--- src/rtl/fifo_rd_stream.sv ---
// fifo_rd_stream: read-side consumer for the async FIFO (rd_clk domain).
// Pops words from the FIFO read port and re-presents them as a valid/ready
// stream through a 2-entry buffer with credit-based prefetch.
// Optional feature macro: FIFO_RD_PKT_EN (per-word m_last generation).
module fifo_rd_stream #(
    parameter int D_WIDTH = 8,
    parameter int PKT_LEN = 4
) (
    input  logic               rd_clk,
    input  logic               reset,
    input  logic               fifo_empty,
    input  logic [D_WIDTH-1:0] fifo_rd_data,
    output logic               fifo_rd_en,
    output logic               m_valid,
    input  logic               m_ready,
    output logic [D_WIDTH-1:0] m_data,
    output logic               m_last
);

    typedef enum logic [1:0] {
        OCC_EMPTY = 2'd0,
        OCC_ONE   = 2'd1,
        OCC_TWO   = 2'd2
    } occ_t;

    occ_t               occ, occ_next;
    logic               inflight;
    logic               pop;
    logic [1:0]         credit;
    logic               wr_idx;
    logic [D_WIDTH-1:0] buf0, buf1, buf0_next, buf1_next;

    // Handshake, credit and pop request; pop request is held off while in reset
    always_comb begin
        pop        = (occ != OCC_EMPTY) && m_ready;
        credit     = 2'(occ) + {1'b0, inflight} - {1'b0, pop};
        fifo_rd_en = reset && !fifo_empty && (credit < 2'd2);
        m_valid    = (occ != OCC_EMPTY);
        m_data     = buf0;
    end

    // Occupancy and buffer next state: shift on pop, returning word goes to the tail
    always_comb begin
        occ_next  = occ;
        buf0_next = buf0;
        buf1_next = buf1;
        wr_idx    = (occ == OCC_TWO) || ((occ == OCC_ONE) && !pop);
        case (credit)
            2'd0:    occ_next = OCC_EMPTY;
            2'd1:    occ_next = OCC_ONE;
            default: occ_next = OCC_TWO;
        endcase
        if (pop) begin
            buf0_next = buf1;
        end
        if (inflight) begin
            if (!wr_idx) begin
                buf0_next = fifo_rd_data;
            end else begin
                buf1_next = fifo_rd_data;
            end
        end
    end

    // Occupancy, in-flight flag and data buffer registers
    always_ff @(posedge rd_clk or negedge reset) begin
        if (!reset) begin
            occ      <= OCC_EMPTY;
            inflight <= 1'b0;
            buf0     <= '0;
            buf1     <= '0;
        end else begin
            occ      <= occ_next;
            inflight <= fifo_rd_en;
            buf0     <= buf0_next;
            buf1     <= buf1_next;
        end
    end

`ifdef FIFO_RD_PKT_EN
    localparam int CW = (PKT_LEN > 1) ? $clog2(PKT_LEN) : 1;
    localparam logic [CW-1:0] CNT_MAX = CW'(PKT_LEN - 1);

    logic [CW-1:0] pkt_cnt, pkt_cnt_next, wr_pos;
    logic          last0, last1, last0_next, last1_next, last_new;

    // Packet position of the head advances on pop; a returning word is tagged
    // with its own position (head position plus its buffer slot)
    always_comb begin
        pkt_cnt_next = pkt_cnt;
        if (pop) begin
            pkt_cnt_next = (pkt_cnt == CNT_MAX) ? '0 : pkt_cnt + CW'(1);
        end
        wr_pos = pkt_cnt_next;
        if (wr_idx) begin
            wr_pos = (pkt_cnt_next == CNT_MAX) ? '0 : pkt_cnt_next + CW'(1);
        end
        last_new   = (wr_pos == CNT_MAX);
        last0_next = last0;
        last1_next = last1;
        if (pop) begin
            last0_next = last1;
        end
        if (inflight) begin
            if (!wr_idx) begin
                last0_next = last_new;
            end else begin
                last1_next = last_new;
            end
        end
    end

    // Packet counter and per-entry last bits
    always_ff @(posedge rd_clk or negedge reset) begin
        if (!reset) begin
            pkt_cnt <= '0;
            last0   <= 1'b0;
            last1   <= 1'b0;
        end else begin
            pkt_cnt <= pkt_cnt_next;
            last0   <= last0_next;
            last1   <= last1_next;
        end
    end

    assign m_last = last0 && m_valid;
`else
    // PKT_LEN >= 1, so this is a constant 0
    assign m_last = (PKT_LEN == 0);
`endif

endmodule

--- config.mk ---
export PLATFORM = sky130hd
export DESIGN_NAME = fifo_rd_stream
export DESIGN_NICKNAME = d
export VERILOG_FILES = /design/src/rtl/fifo_rd_stream.sv
export SDC_FILE = /design/constraint.sdc
export NUM_CORES = 1
export LEC_CHECK = 0
export BUFFER_PORTS_ARGS = -buffer_cell sky130_fd_sc_hd__clkbuf_2
export CORE_ASPECT_RATIO = 1.2
export CORE_MARGIN = 5
export CORE_UTILIZATION = 45
export DETAILED_ROUTE_END_ITERATION = 10
export GPL_TIMING_DRIVEN = 1
export MAX_ROUTING_LAYER = met4
export PLACE_DENSITY = 0.72
export SETUP_SLACK_MARGIN = 0.15
export SLEW_MARGIN = 20
export SYNTH_ARGS = -nofsm -noshare
export SYNTH_HDL_FRONTEND = slang
export SYNTH_SLANG_ARGS = --single-unit
--- constraint.sdc ---
create_clock -name rd_clk -period 2.3 [get_ports rd_clk]
set_clock_uncertainty 0.2 [all_clocks]
set_input_delay 0.46 -clock rd_clk [delete_from_list [all_inputs] [get_ports rd_clk]]
set_output_delay 0.46 -clock rd_clk [all_outputs]
set_load 0.05 [all_outputs]
# After elaboration in Yosys (flattened, before gate mapping)
# Cells that the tools add are included.
[word_totals] register_bits=19 latch_bits=0 ramBits=0 rom_bits=0 output_inout_bits=11 memories=0
[op_classes] addsub=2 multipliers=0 n_div=0 n_lt_le_gt_ge=1 eq_ne=3 n_shift=0 mux=4 bitwise_logic=0 reduce_logical=10
[ops] cell="two-way mux 8 bit" count=3
[ops] cell="equality test 2 x 1 -> 1 bit, second input constant" count=2
[ops] cell="logical AND 1 bit" count=4
[ops] cell="case mux 2 bit (2 select lines)" count=1
[ops] cell="adder 2 x 1 -> 2 bit" count=1
[ops] cell="equality test 2 bit, second input constant" count=1
[ops] cell="logical NOT 1 bit" count=2
[ops] cell="logical NOT 2 bit" count=1
[ops] cell="less-than comparator 2 bit, second input constant" count=1
[ops] cell="AND reduction 2 bit" count=1
[ops] cell="nonzero test 2 bit" count=1
[ops] cell="subtractor 2 x 1 -> 2 bit" count=1
[ops] cell="logical OR 1 bit" count=1

# Logic depth before layout (Yosys ltp)
[logic_depth] depth_word=7 mapped_depth=8 ltp_nobuf=8

# Worst setup path before layout
# No wires, ideal clock.
[synth_path] path_type="flip-flop to output port" from="register occ[1]" to="output fifo_rd_en" arrival_ps=2772 required_ps=1640 setup_slack_ps=-1132 path_stages_with_launch=9 path_buffers=0 path_cell_list="dfrtp_1 > o21ai_2 > inv_1 > ha_1 > inv_1 > ha_1 > xnor2_1 > xnor2_1 > nor3b_1"
[synth_via] elab_chain_cells=5 elab_cells_between_ends=6 classes_between="2 x add/sub; 1 x order compare; 3 x reduce/logical"
[synth_lines] item="start, declared" line_no="26" rtl="occ_t occ, occ_next;"
[synth_lines] item="start signal, assigned" line_no="73" rtl="occ <= occ_next;"
[synth_lines] item="parallel branches: the longest is 2 deep, another holds adder 2 x 1 -> 2 bit"
[synth_lines] item="subtractor 2 x 1 -> 2 bit *" line_no="36" rtl="credit = 2'(occ) + {1'b0, inflight} - {1'b0, pop};"
[synth_lines] item="less-than comparator 2 bit *" line_no="37" rtl="fifo_rd_en = reset && !fifo_empty && (credit < 2'd2);"
[synth_lines] item="logical AND 1 bit *" line_no="37"
[synth_lines] item="end, declared" line_no="13" rtl="output logic fifo_rd_en,"
# Mark *: on every way between the ends.

# Worst setup path in the final report
[layout_path] from="register occ[0]" to="output fifo_rd_en"
# Same word-level chain as after synthesis.

==> impl_metrics.env <==
export IMPL_post_place_ws_ps=-353
export IMPL_dr_first_iter_drc_count=6
export IMPL_insertedDiodeCount=0
export IMPL_use_met1_pct=15.7
export IMPL_postCtsSetupRepairBufs=0
export IMPL_io_buffers=21
export IMPL_cts_root_buf="clkbuf_4"
export IMPL_relSlewSlack_pct=65.0
export IMPL_hpwlAfterDp_mm=1.18
export IMPL_antenna_found_initial=0
export IMPL_clk_pin_slew_ps=100
export IMPL_setup_tns_final_ps=-459
export IMPL_cts_buffer_depth=2
export IMPL_startpoint="occ[0]"
export IMPL_reg2reg_depth=9
export IMPL_drc=0
export IMPL_min_path_type="input port to register"
export IMPL_grt_max_degree=20
export IMPL_ys_seq_area_share_pct=51.8
export IMPL_hold_depth=2
export IMPL_grt_pass1_vias=602
export IMPL_drive_gt1_share_pct=69.1
export IMPL_grtUsageTotal_pct=12.8
export IMPL_syn_mean_instance_area_um2=14.8
export IMPL_placed_area_mm2=0.00113
export IMPL_drt_first_pass_iters=3
export IMPL_synth_nets=76
export IMPL_ir_drop_mv=0.783
export IMPL_busiest_layer="met2"
export IMPL_start_kind="register"
export IMPL_final_hold_viol_count=0
export IMPL_drt_total_wl_mm=1.59
export IMPL_wl_per_cell_um=14.0
export IMPL_crit_path_max_fanout=2
export IMPL_leakagePower_nw=0.591
export IMPL_numCtsBuffers=3
export IMPL_cts_htree_levels=1
export IMPL_clock_latency_ps=290
export IMPL_critPathKind="register to output port"
export IMPL_final_max_slew_viol_count=0
export IMPL_cts_num_sinks=19
export IMPL_syn2layout_area_growth_pct=27.8
export IMPL_cp_arrival_ps=2100
export IMPL_synth_area_um2=918
export IMPL_crit_end="fifo_rd_en"
export IMPL_die_area_mm2=0.00305
export IMPL_start_util_pct=45.8
export IMPL_pwr_density_cell_mw_per_mm2=1590
export IMPL_status="finished, violations left"
export IMPL_nets=109
export IMPL_globalplace_congestion=0.777
export IMPL_rsz0062_at_grt="yes"
export IMPL_core_mm2=0.00200
export IMPL_rr_endpoint="inflight"
export IMPL_io_pin_count=23
export IMPL_ys_ff_latch=19
export IMPL_fp_dieH_um=59.5
export IMPL_endpoint_kind="output port"
export IMPL_postLayoutCellArea_mm2=0.00117
export IMPL_r2r_start="occ[0]"
export IMPL_grt_overflow_total=0
export IMPL_fin_crit_sh_pct=120
export IMPL_grt_pass1_wl_mm=2.77
export IMPL_synth_cell_types=17
export IMPL_vias=569
export IMPL_row_count=18
export IMPL_final_antenna_net_count=0
export IMPL_fmax_ghz=0.362
export IMPL_finalSetupViolCount=1
export IMPL_utilization_pct=58.6
export IMPL_required_ps=1640
export IMPL_die_x_um=51.2
export IMPL_tightest_slew_ps=525
export IMPL_violations="setup timing"
export IMPL_rrSetupSlack_ps=280
export IMPL_max_cap_violations=0
export IMPL_timing_final_ws_setup_ps=-459
export IMPL_use_met3_pct=4.79
export IMPL_met2_usage_pct=19.5
export IMPL_syn_inst=62
export IMPL_drt_vias_per_instance=4.99
export IMPL_timing_final_crit_period_ps=2760
export IMPL_cts_tree="built"
export IMPL_report_power_total_mw=1.86
export IMPL_yosysWarnings=0
==> critical path, stage by stage (launching register included) <==
cell     delay (ps)
dfrtp_1         420
o21ai_4         160
inv_1            60
ha_1            260
inv_1            40
ha_2            170
xnor2_2         140
xnor2_2         160
nor3b_4         230
buf_8           180
==> logic make-up after synthesis <==
kind of cell,after synthesis,synth area share [%]
muxes,24,32.7
other,1,0.408
and+or+nand+nor,6,5.04
adders and majority gates,2,2.72
DFF,19,51.8
buffers and inverters,6,3.68
xor gates and xnor gates,2,1.91
AOI/OAI and AO/OA,2,1.77
==> layout by cell type (no fill, tap or decap), drive strengths merged, types with 2 or more instances in the layout <==
cell type / synthesis / layout
buf: 2 / 9
clkbuf: 0 / 24
dfrtp: 19 / 19
ha: 2 / 2
inv: 4 / 4
mux2: 24 / 24
xnor2: 2 / 2
==> cell type report <==
type,instances,area [um2]
fillers,167,831
well taps,20,25.0
inverters,4,15.0
clock buffers,4,26.3
flip-flops and latches,19,477
multi-input cells,37,445
repair buffers,30,185
==> sequential cells by signal, indices dropped and copies added, names as in the netlist <==
register / count
inflight: 1
m_data: 8
buf1: 8
occ: 2
==> worst min-delay path by stage <==
| stage | slack (ps) | endpoint | from |
|---|---|---|---|
| floorplan | -40 | buf1[0] | reset |
| global placement | 280 | m_data[7] | reset |
| detailed placement | 270 | inflight | reset |
| CTS | 200 | buf1[3] | fifo_rd_data[3] |
| global route | 200 | m_data[0] | fifo_rd_data[0] |
| finish | 200 | buf1[3] | fifo_rd_data[3] |
==> report_power, final <==
| group | switching [mW] | total (mW) | internal [mW] | leakage (nW) |
|---|---|---|---|---|
| logic | 0.588 | 1.10 | 0.515 | 0.352 |
| clock network | 0.0961 | 0.164 | 0.0674 | 0.0150 |
| registers | 0.0880 | 0.594 | 0.507 | 0.224 |
| total | 0.772 | 1.86 | 1.09 | 0.591 |
==> metal layers <==
layer / wire length (um) / vias up
met4: 22 / 0
met2: 745 / 17
met3: 109 / 2
met5: 0 / -
li1: - / 274
met1: 717 / 276
==> metrics by stage <==
| stage | hold slack [ps] | instances |
|---|---|---|
| after floorplan | -35.6 | 62 |
| after global placement | 275 | 109 |
| after detailed placement | 265 | 109 |
| after CTS | 196 | 114 |
| after global routing | 197 | 114 |
| final | 204 | 114 |
==> synth_stat cells <==
| master | number | area share, % |
|---|---|---|
| or3b_4 | 1 | 1.2 |
| nand3_2 | 1 | 1.1 |
| mux2_2 | 16 | 20 |
| buf_4 | 1 | 0.82 |
| conb_1 | 1 | 0.41 |
| nor3b_1 | 1 | 0.82 |
| mux2_4 | 8 | 13 |
| ha_1 | 2 | 2.7 |
| or2b_1 | 1 | 0.82 |
| xnor2_1 | 2 | 1.9 |
| o21ai_2 | 1 | 0.95 |
| a21o_1 | 1 | 0.82 |
| buf_6 | 1 | 1.2 |
| dfrtp_1 | 19 | 52 |
| inv_1 | 4 | 1.6 |
| or2_2 | 1 | 0.68 |
| nor2_1 | 1 | 0.41 |
==> repair_timing <==
item,4_1_cts,5_1_grt
hold endpoints to repair,19,0
resized for setup,2,1
hold buffers,1,0
endpoints found under the setup margin,1,1
pin swaps,2,0
Power figures use the tool's default switching activity.
